===== src/rtl/latch_bank_ctrl.sv =====
// -----------------------------------------------------------------------------
// latch_bank_ctrl
//
// Write controller for a bank of NWORDS level-sensitive latches that share
// one data bus (WD) and have one enable line each (LE). Two requesters
// compete for the bank. Each write goes through three timed phases:
//   SETUP : WD is driven and LE stays low       (SETUP_CYC cycles)
//   PULSE : LE[addr] is high                    (PULSE_CYC cycles)
//   HOLD  : LE is low again and WD is unchanged (HOLD_CYC cycles)
// After HOLD the winner gets a one-cycle ACK and the controller goes back
// to IDLE.
//
// Optional feature macro: LATCH_BANK_CTRL_RR_EN
//   defined   -> round-robin arbitration with a one-bit pointer
//   undefined -> fixed priority, REQ0 wins every tie (no pointer)
//
// Parameters
//   NWORDS    : number of latch words (power of two, 2..16)
//   WIDTH     : data width of each word
//   SETUP_CYC : cycles from data driven to enable high (1..15)
//   PULSE_CYC : cycles the enable is high (1..15)
//   HOLD_CYC  : cycles data is held after the enable falls (1..15)
//
// Ports
//   CLK          in   clock; all state changes on its rising edge
//   R            in   asynchronous active-low reset
//   REQ0/REQ1    in   write request from requester 0 / 1
//   ADDR0/ADDR1  in   target word of each requester
//   DATA0/DATA1  in   write data of each requester
//   ACK0/ACK1    out  one-cycle completion pulse to each requester
//   LE           out  latch enables (at most one bit high)
//   WD           out  data to the latch D pins
//   BUSY         out  high whenever the controller is not IDLE
//
// Every output comes straight from a flop.
// -----------------------------------------------------------------------------
module latch_bank_ctrl #(
   parameter int NWORDS    = 4,
   parameter int WIDTH     = 8,
   parameter int SETUP_CYC = 1,
   parameter int PULSE_CYC = 2,
   parameter int HOLD_CYC  = 1
) (
   input  logic                      CLK,
   input  logic                      R,
   input  logic                      REQ0,
   input  logic                      REQ1,
   input  logic [$clog2(NWORDS)-1:0] ADDR0,
   input  logic [$clog2(NWORDS)-1:0] ADDR1,
   input  logic [WIDTH-1:0]          DATA0,
   input  logic [WIDTH-1:0]          DATA1,
   output logic                      ACK0,
   output logic                      ACK1,
   output logic [NWORDS-1:0]         LE,
   output logic [WIDTH-1:0]          WD,
   output logic                      BUSY
);

   localparam int AW = $clog2(NWORDS);

   localparam logic [1:0] ST_IDLE  = 2'd0;
   localparam logic [1:0] ST_SETUP = 2'd1;
   localparam logic [1:0] ST_PULSE = 2'd2;
   localparam logic [1:0] ST_HOLD  = 2'd3;

   // The phase counter is loaded with (length - 1) on entry to a phase and
   // the phase ends on the edge where it is seen at zero, so a phase of
   // length N occupies exactly N cycles.
   localparam logic [3:0] SETUP_LD = 4'(SETUP_CYC - 1);
   localparam logic [3:0] PULSE_LD = 4'(PULSE_CYC - 1);
   localparam logic [3:0] HOLD_LD  = 4'(HOLD_CYC - 1);

   // ---------------------------------------------------------------------
   // State
   // ---------------------------------------------------------------------
   logic [1:0]        state_q, state_d;
   logic [3:0]        cnt_q,   cnt_d;
   logic [AW-1:0]     word_q,  word_d;
   logic              owner_q, owner_d;   // 0 = requester 0, 1 = requester 1
   logic [NWORDS-1:0] le_q,    le_d;
   logic [WIDTH-1:0]  wd_q,    wd_d;
   logic              ack0_q,  ack0_d;
   logic              ack1_q,  ack1_d;
   logic              busy_q,  busy_d;

   // ---------------------------------------------------------------------
   // Word address decode
   // ---------------------------------------------------------------------
   logic [NWORDS-1:0] word_onehot;

   genvar gi;
   generate
      for (gi = 0; gi < NWORDS; gi++) begin : g_dec
         assign word_onehot[gi] = (word_q == AW'(gi));
      end
   endgenerate

   // ---------------------------------------------------------------------
   // Arbitration
   // ---------------------------------------------------------------------
   // A requester whose ACK is high this cycle is still holding REQ (it only
   // drops it the cycle after ACK), so it is masked to avoid a second accept
   // of the same write.
   logic elig0, elig1;
   logic grant0, grant1;
   logic accept;

   assign elig0 = REQ0 && !ack0_q;
   assign elig1 = REQ1 && !ack1_q;

`ifdef LATCH_BANK_CTRL_RR_EN
   // rr_ptr_q names the requester that wins the next tie.
   logic rr_ptr_q, rr_ptr_d;

   assign grant1 = elig1 && (!elig0 || rr_ptr_q);

   always_comb begin
      rr_ptr_d = rr_ptr_q;
      if (accept) begin
         rr_ptr_d = ~rr_ptr_q;
      end
   end

   always_ff @(posedge CLK or negedge R) begin
      if (!R) begin
         rr_ptr_q <= 1'b0;
      end else begin
         rr_ptr_q <= rr_ptr_d;
      end
   end
`else
   assign grant1 = elig1 && !elig0;
`endif

   assign grant0 = elig0 && !grant1;
   assign accept = (state_q == ST_IDLE) && (grant0 || grant1);

   // ---------------------------------------------------------------------
   // Next-state logic
   // ---------------------------------------------------------------------
   always_comb begin
      state_d = state_q;
      cnt_d   = cnt_q;
      word_d  = word_q;
      owner_d = owner_q;
      le_d    = le_q;
      wd_d    = wd_q;
      ack0_d  = 1'b0;
      ack1_d  = 1'b0;

      case (state_q)
         ST_IDLE: begin
            // ADDR/DATA are captured only here; WD then stays frozen
            // until the controller is back in IDLE.
            if (accept) begin
               word_d  = grant1 ? ADDR1 : ADDR0;
               wd_d    = grant1 ? DATA1 : DATA0;
               owner_d = grant1;
               cnt_d   = SETUP_LD;
               state_d = ST_SETUP;
            end
         end

         ST_SETUP: begin
            if (cnt_q == 4'd0) begin
               state_d = ST_PULSE;
               cnt_d   = PULSE_LD;
               le_d    = word_onehot;
            end else begin
               cnt_d = cnt_q - 4'd1;
            end
         end

         ST_PULSE: begin
            if (cnt_q == 4'd0) begin
               state_d = ST_HOLD;
               cnt_d   = HOLD_LD;
               le_d    = '0;
            end else begin
               cnt_d = cnt_q - 4'd1;
            end
         end

         ST_HOLD: begin
            if (cnt_q == 4'd0) begin
               state_d = ST_IDLE;
               cnt_d   = 4'd0;
               ack0_d  = !owner_q;
               ack1_d  = owner_q;
            end else begin
               cnt_d = cnt_q - 4'd1;
            end
         end

         default: begin
            state_d = ST_IDLE;
            cnt_d   = 4'd0;
            le_d    = '0;
         end
      endcase

      // BUSY is registered from the next state so it lines up with the
      // state register instead of lagging it by one cycle.
      busy_d = (state_d != ST_IDLE);
   end

   // ---------------------------------------------------------------------
   // Registers
   // ---------------------------------------------------------------------
   // Reset is asynchronous so LE drops immediately even in the middle of
   // a pulse; a write cut short this way is never acknowledged.
   always_ff @(posedge CLK or negedge R) begin
      if (!R) begin
         state_q <= ST_IDLE;
         cnt_q   <= 4'd0;
         word_q  <= '0;
         owner_q <= 1'b0;
         le_q    <= '0;
         wd_q    <= '0;
         ack0_q  <= 1'b0;
         ack1_q  <= 1'b0;
         busy_q  <= 1'b0;
      end else begin
         state_q <= state_d;
         cnt_q   <= cnt_d;
         word_q  <= word_d;
         owner_q <= owner_d;
         le_q    <= le_d;
         wd_q    <= wd_d;
         ack0_q  <= ack0_d;
         ack1_q  <= ack1_d;
         busy_q  <= busy_d;
      end
   end

   assign LE   = le_q;
   assign WD   = wd_q;
   assign ACK0 = ack0_q;
   assign ACK1 = ack1_q;
   assign BUSY = busy_q;

endmodule


===== config.mk =====
export PLATFORM = sky130hd
export DESIGN_NAME = latch_bank_ctrl
export DESIGN_NICKNAME = d
export VERILOG_FILES = /design/src/rtl/latch_bank_ctrl.sv
export SDC_FILE = /design/constraint.sdc
export NUM_CORES = 1
export LEC_CHECK = 0
export CORE_AREA = 5 5 49 69
export DETAILED_ROUTE_END_ITERATION = 8
export DIE_AREA = 0 0 54 74
export GPL_TIMING_DRIVEN = 0
export MAX_ROUTING_LAYER = met4
export PLACE_DENSITY = 0.76
export SLEW_MARGIN = 10
export SYNTH_ARGS = -nofsm -noshare
export SYNTH_HDL_FRONTEND = slang
export SYNTH_SLANG_ARGS = --single-unit

===== constraint.sdc =====
create_clock -name CLK -period 2.1 [get_ports CLK]
set_clock_uncertainty 0.1 [all_clocks]
set_input_delay 0.42 -clock CLK [delete_from_list [all_inputs] [get_ports CLK]]
set_output_delay 0.42 -clock CLK [all_outputs]
set_load 0.05 [all_outputs]

## Yosys cells after proc, flatten, opt, wreduce, memory -nomap -nowiden

Index checks and enable logic that the tools add are counted.

- Reduce and logical (&&, ||, !) cells: 19
- Equal/unequal tests: 9
- $add $sub $neg: 1
- Mux-type cells: 18

Operators by type and width:

| operator | count |
|---|---|
| $mux 4 | 5 |
| $pmux 4 s3 | 1 |
| $mux 2 | 5 |
| $eq 2x2->1 const B | 4 |
| $mux 8 | 1 |
| $pmux 2 s4 | 1 |
| $pmux 4 s2 | 1 |
| $ne 2x2->1 const B | 3 |
| $logic_and 1x1->1 | 5 |
| $logic_not 1->1 | 5 |
| $eq 2x1->1 const B | 2 |
| $logic_not 2->1 | 2 |
| $logic_not 4->1 | 1 |
| $mux 1 | 4 |
| $reduce_bool 2->1 | 2 |
| $sub 4x1->4 const B | 1 |
| $reduce_and 3->1 | 1 |
| $reduce_and 2->1 | 1 |
| $reduce_or 2->1 | 1 |
| $logic_or 1x1->1 | 1 |

- Output and inout port bits: 15
- Flip-flop bits (word level): 24
- Bits of input ports: 24
- Word-level logic and storage cells: 56

## Depth between registers and ports, before layout

- Word-level depth: 11
- Gate-level depth with buffers: 7
- Depth with buffers taken out: 6

## Worst setup path before layout

No wires, ideal clock.

- Kind: flip-flop to flip-flop
- From: register ack0_q, in the netlist ACK0
- To: register wd_q[2], in the netlist WD[2]
- Data arrival time: 1.404 ns
- Library setup time: 0.134 ns
- Cell stages (with the launch flop): 6
- Data required time: 1.866 ns
- Slack: 0.462 ns
- Path buffers: 1
- Cells stage by stage: dfrtp_1 nor2b_1 and2b_1 buf_4 mux2i_1 o21ai_0

- Cells in the longest elaborated chain, start to end: 9
- Elaborated cells on any way between the ends: 10

Ends and longest elaborated chain:

| item | line | source |
|---|---|---|
| from (decl) | 82 | `logic ack0_q, ack0_d;` |
| from (signal assigned) | 230 | `ack0_q <= ack0_d;` |
| $logic_not 1->1 * | 108 | `assign elig0 = REQ0 && !ack0_q;` |
| $logic_and 1x1->1 * | 108 |  |
| $logic_not 1->1 | 132 | `assign grant1 = elig1 && !elig0;` |
| $logic_and 1x1->1 | 132 |  |
| $logic_not 1->1 | 135 | `assign grant0 = elig0 && !grant1;` |
| $logic_and 1x1->1 | 135 |  |
| $logic_or 1x1->1 | 136 | `assign accept = (state_q == ST_IDLE) && (grant0 \|\| grant1);` |
| $logic_and 1x1->1 | 136 |  |
| $reduce_and 2->1 (no source line) | - |  |
| to (signal assigned) | 229 | `wd_q <= wd_d;` |
| to (decl) | 81 | `logic [WIDTH-1:0] wd_q, wd_d;` |

Mark *: on every way between the ends. The rest lies on a longest branch, timed or not.
A chain may end at the register's enable or synchronous reset.

## Final worst setup path

- From: register wd_q[6], in the netlist WD[6]
- To: output WD[6]

RTL lines:

| item | line | source |
|---|---|---|
| to (decl) | 55 | `output logic [WIDTH-1:0] WD,` |

No word-level cell between the ends.

==> results by group <==
Timing
  – Max Freq: 502 MHz
  – Final period util: 94.9%
  – Setup TNS: 0 ns
  – Final hold vios: 0
  – Min Tclk post-route: 1.99 ns
  – Worst-Margin Slew: 1.02 ns
  – Final Setup Violations: 0
  – RSZ-0062 raised after global routing: no
  – Relative slew margins: 32.0%
  – Max Slew Vio Count: 0

Flow run
  – Max Cap Violations: 0

Route
  – WL per Instance: 13.9 um
  – Post-Route WL: 2.62 mm
  – 1st-pass router iterations: 4
  – Met3 wire length: 128 um
  – Max Used Layer: met4
  – Detail Route Antenna Nets: 0
  – WL met1: 1.06 mm
  – Met2 WL: 1.38 mm
  – Iteration-0 DRC Markers: 25
  – Vias per cell: 5.09
  – DRC viols: 0
  – Vias: 956

Setup path
  – Crit path max fanout: 2
  – Buffers and inverters on the worst path: 1
  – WP data arrival: 1.47 ns
  – Crit Path Class: reg -> out
  – Worst setup EP type: primary output
  – Worst Path Required: 1.58 ns
  – Critical-path top delay cell: clkdlybuf4s50_1
  – Startpoint types: flop
  – Cell Chain, Critical Path: clkdlybuf4s50_1
  – CP max stage delay: 0.82 ns
  – Delay-heaviest family, CP: buffers and inverters

Layout
  – Reg area: 601 um^2
  – Non-Filler Instances: 188
  – Diodes inserted: 0
  – Layout net count: 179
  – Most frequent cells in the layout: clkdlybuf4s50_1, dfrtp_1, o21ai_0
  – Filler cell count in the final layout: 232
  – Final Cell Area: 0.00161 mm^2
  – Area taken by multi-input logic gates: 485 um^2
  – Layout cells sized above 1: 7.95%
  – Most common library cell in the layout ignoring fill and taps: clkdlybuf4s50_1
  – Syn-to-layout area delta: 41.1%
  – Fin util: 58.7%

Clocking
  – Post-CTS Setup Repair Bufs: 0
  – CTS root buf: clkbuf_8
  – Clk sink count: 24
  – # resized after CTS: 0
  – Skew-Pair Late Insertion Delay: 0.27 ns
  – CTS Buf Count: 3
  – Clock slew at reported path FFs: 0.08 ns
  – CTS tree: built
  – Maximum root-to-sink buffer count: 2
  – Post-CTS Hold Buffers: 0
  – Total number of H-tree levels: 1

Logic synthesis
  – Synth top area share: 52.8%
  – Synth Flop Type: dfrtp_1
  – Mapped Cells: 110
  – Largest area contributor in the netlist: dfrtp_1
  – Synth Area in Simple Gates: 17.1%
  – Synth top area cells: dfrtp_1, mux2i_1, o21ai_0
  – Post-synth EDFFs: 0
  – Synth Area in Compound Gates: 13.9%
  – Post-synthesis adder-cell area fraction: 2.20%
  – Synth Register Bits: 24
  – Mapped Area: 0.00114 mm^2
  – Post-Syn Area per Cell: 10.3 um^2
  – Largest family of logic cells by synthesized area: simple AND/OR/NAND/NOR gates
  – Sequential fraction of the synthesis area: 52.8%
  – Synth cell types: 31
  – Synth Net Count: 136
  – Async set-reset flop share out of synthesis: 100%
  – Mux contribution to synthesized area: 8.80%
  – Synth warnings: 0
  – Post-Synth XOR/XNOR Area: 0.770%

Floorplan
  – Die Wd: 54 um
  – Starting Density: 41.6%
  – Core area: 0.00273 mm^2
  – Cell Rows: 23
  – Die Ht: 74 um
  – Die area: 0.00400 mm^2
  – Io pins: 39

Place
  – DP Area: 0.00156 mm^2
  – Placed cells: 185
  – Placer congestion estimate: 0.784
  – HPWL after DPL: 2.08 mm
  – PortBufs: 38

Worst hold path
  – HP Class: reg -> reg

Global route
  – Initial antenna violation count: 0
  – Overall Global Routing Usage: 15.9%
  – Grt total ovfl: 0
  – Vias in the first global route: 996
  – First-pass GRT wire length: 4.51 mm
  – Pin count of the biggest net entering global routing: 25

Pwr
  – Worst vdd ir: 0.000851 V
  – Final Power: 2.36 mW
  – Power Density: 1470 mW/mm^2
  – Leak: 0.695 nW

Status
  – Outcome: completed
==> path summary, 6_finish.rpt <==
check / from / end / slack, ns / cells after the start
min reg2reg: owner_q / ACK0 / 0.38 / 1
max in group asynchronous: R / LE[3] / 0.68 / 1
max: WD[6] / WD[6] / 0.11 / 1
min: owner_q / ACK0 / 0.38 / 1
min in group asynchronous: R / WD[5] / 0.60 / 1
max reg2reg: cnt_q[0] / LE[1] / 0.31 / 7
==> state kept, by name, summed over array words and instances (netlist names) <==
register	flops
LE	4
WD	8
state_q	2
word_q	2
BUSY	1
ACK1	1
owner_q	1
cnt_q	4
ACK0	1
==> worst reg2reg max path: stages (launching register included) <==
cell and delay (ns):
dfrtp_1 0.39, inv_1 0.11, ha_1 0.19, nor3b_4 0.34
and2_1 0.20, buf_6 0.12, nand2_2 0.05, o31ai_1 0.20
==> per-layer routing <==
metal,up-vias,GRT usage (%)
li1,465,-
met1,451,19.1
met2,35,25.9
met3,5,3.01
met4,0,6.65
met5,-,-
==> synth_stat cells, types with 2 or more instances <==
cell type	n
a21oi_1	2
nand3b_1	2
nor3_1	2
nand2_1	16
o21ai_1	3
nor2b_1	2
buf_2	2
nor2_1	6
buf_6	2
nand3_1	2
ha_1	2
dfrtp_1	24
inv_1	2
o21ai_0	17
mux2i_1	10
==> logic make-up (layout without fill, tap and decap cells) <==
family / Yosys count / in the layout
muxes: 10 / 10
AOI/OAI and AO/OA: 28 / 28
xor gates and xnor gates: 1 / 1
DFF: 24 / 24
adders and majority gates: 2 / 2
buffers and inverters: 8 / 49
and+or+nand+nor: 37 / 37
==> cell type report <==
class,instances,share of cell area [%]
Sequential cell,24,37.4
Timing Repair Buffer,38,23.7
Multi-Input combinational cell,78,30.2
Inverter,2,0.468
Tap cell,37,2.88
Buffer,6,2.73
Clock buffer,3,2.57
==> metrics by stage <==
stage	hold WS, ns	setup WS (ns)
CTS	0.378	0.112
finish	0.376	0.107
global route	0.399	0.0734
detailed placement	0.367	0.00235
floorplan	0.0244	0.462
global placement	0.355	0.0899
==> power breakdown <==
| part | internal, mW | leakage [nW] | switching, mW |
|---|---|---|---|
| Sequential | 0.666 | 0.299 | 0.154 |
| Clock | 0.129 | 0.0216 | 0.142 |
| Combinational | 0.480 | 0.374 | 0.794 |
| Total | 1.27 | 0.695 | 1.09 |
(Power assumes the default switching activity.)
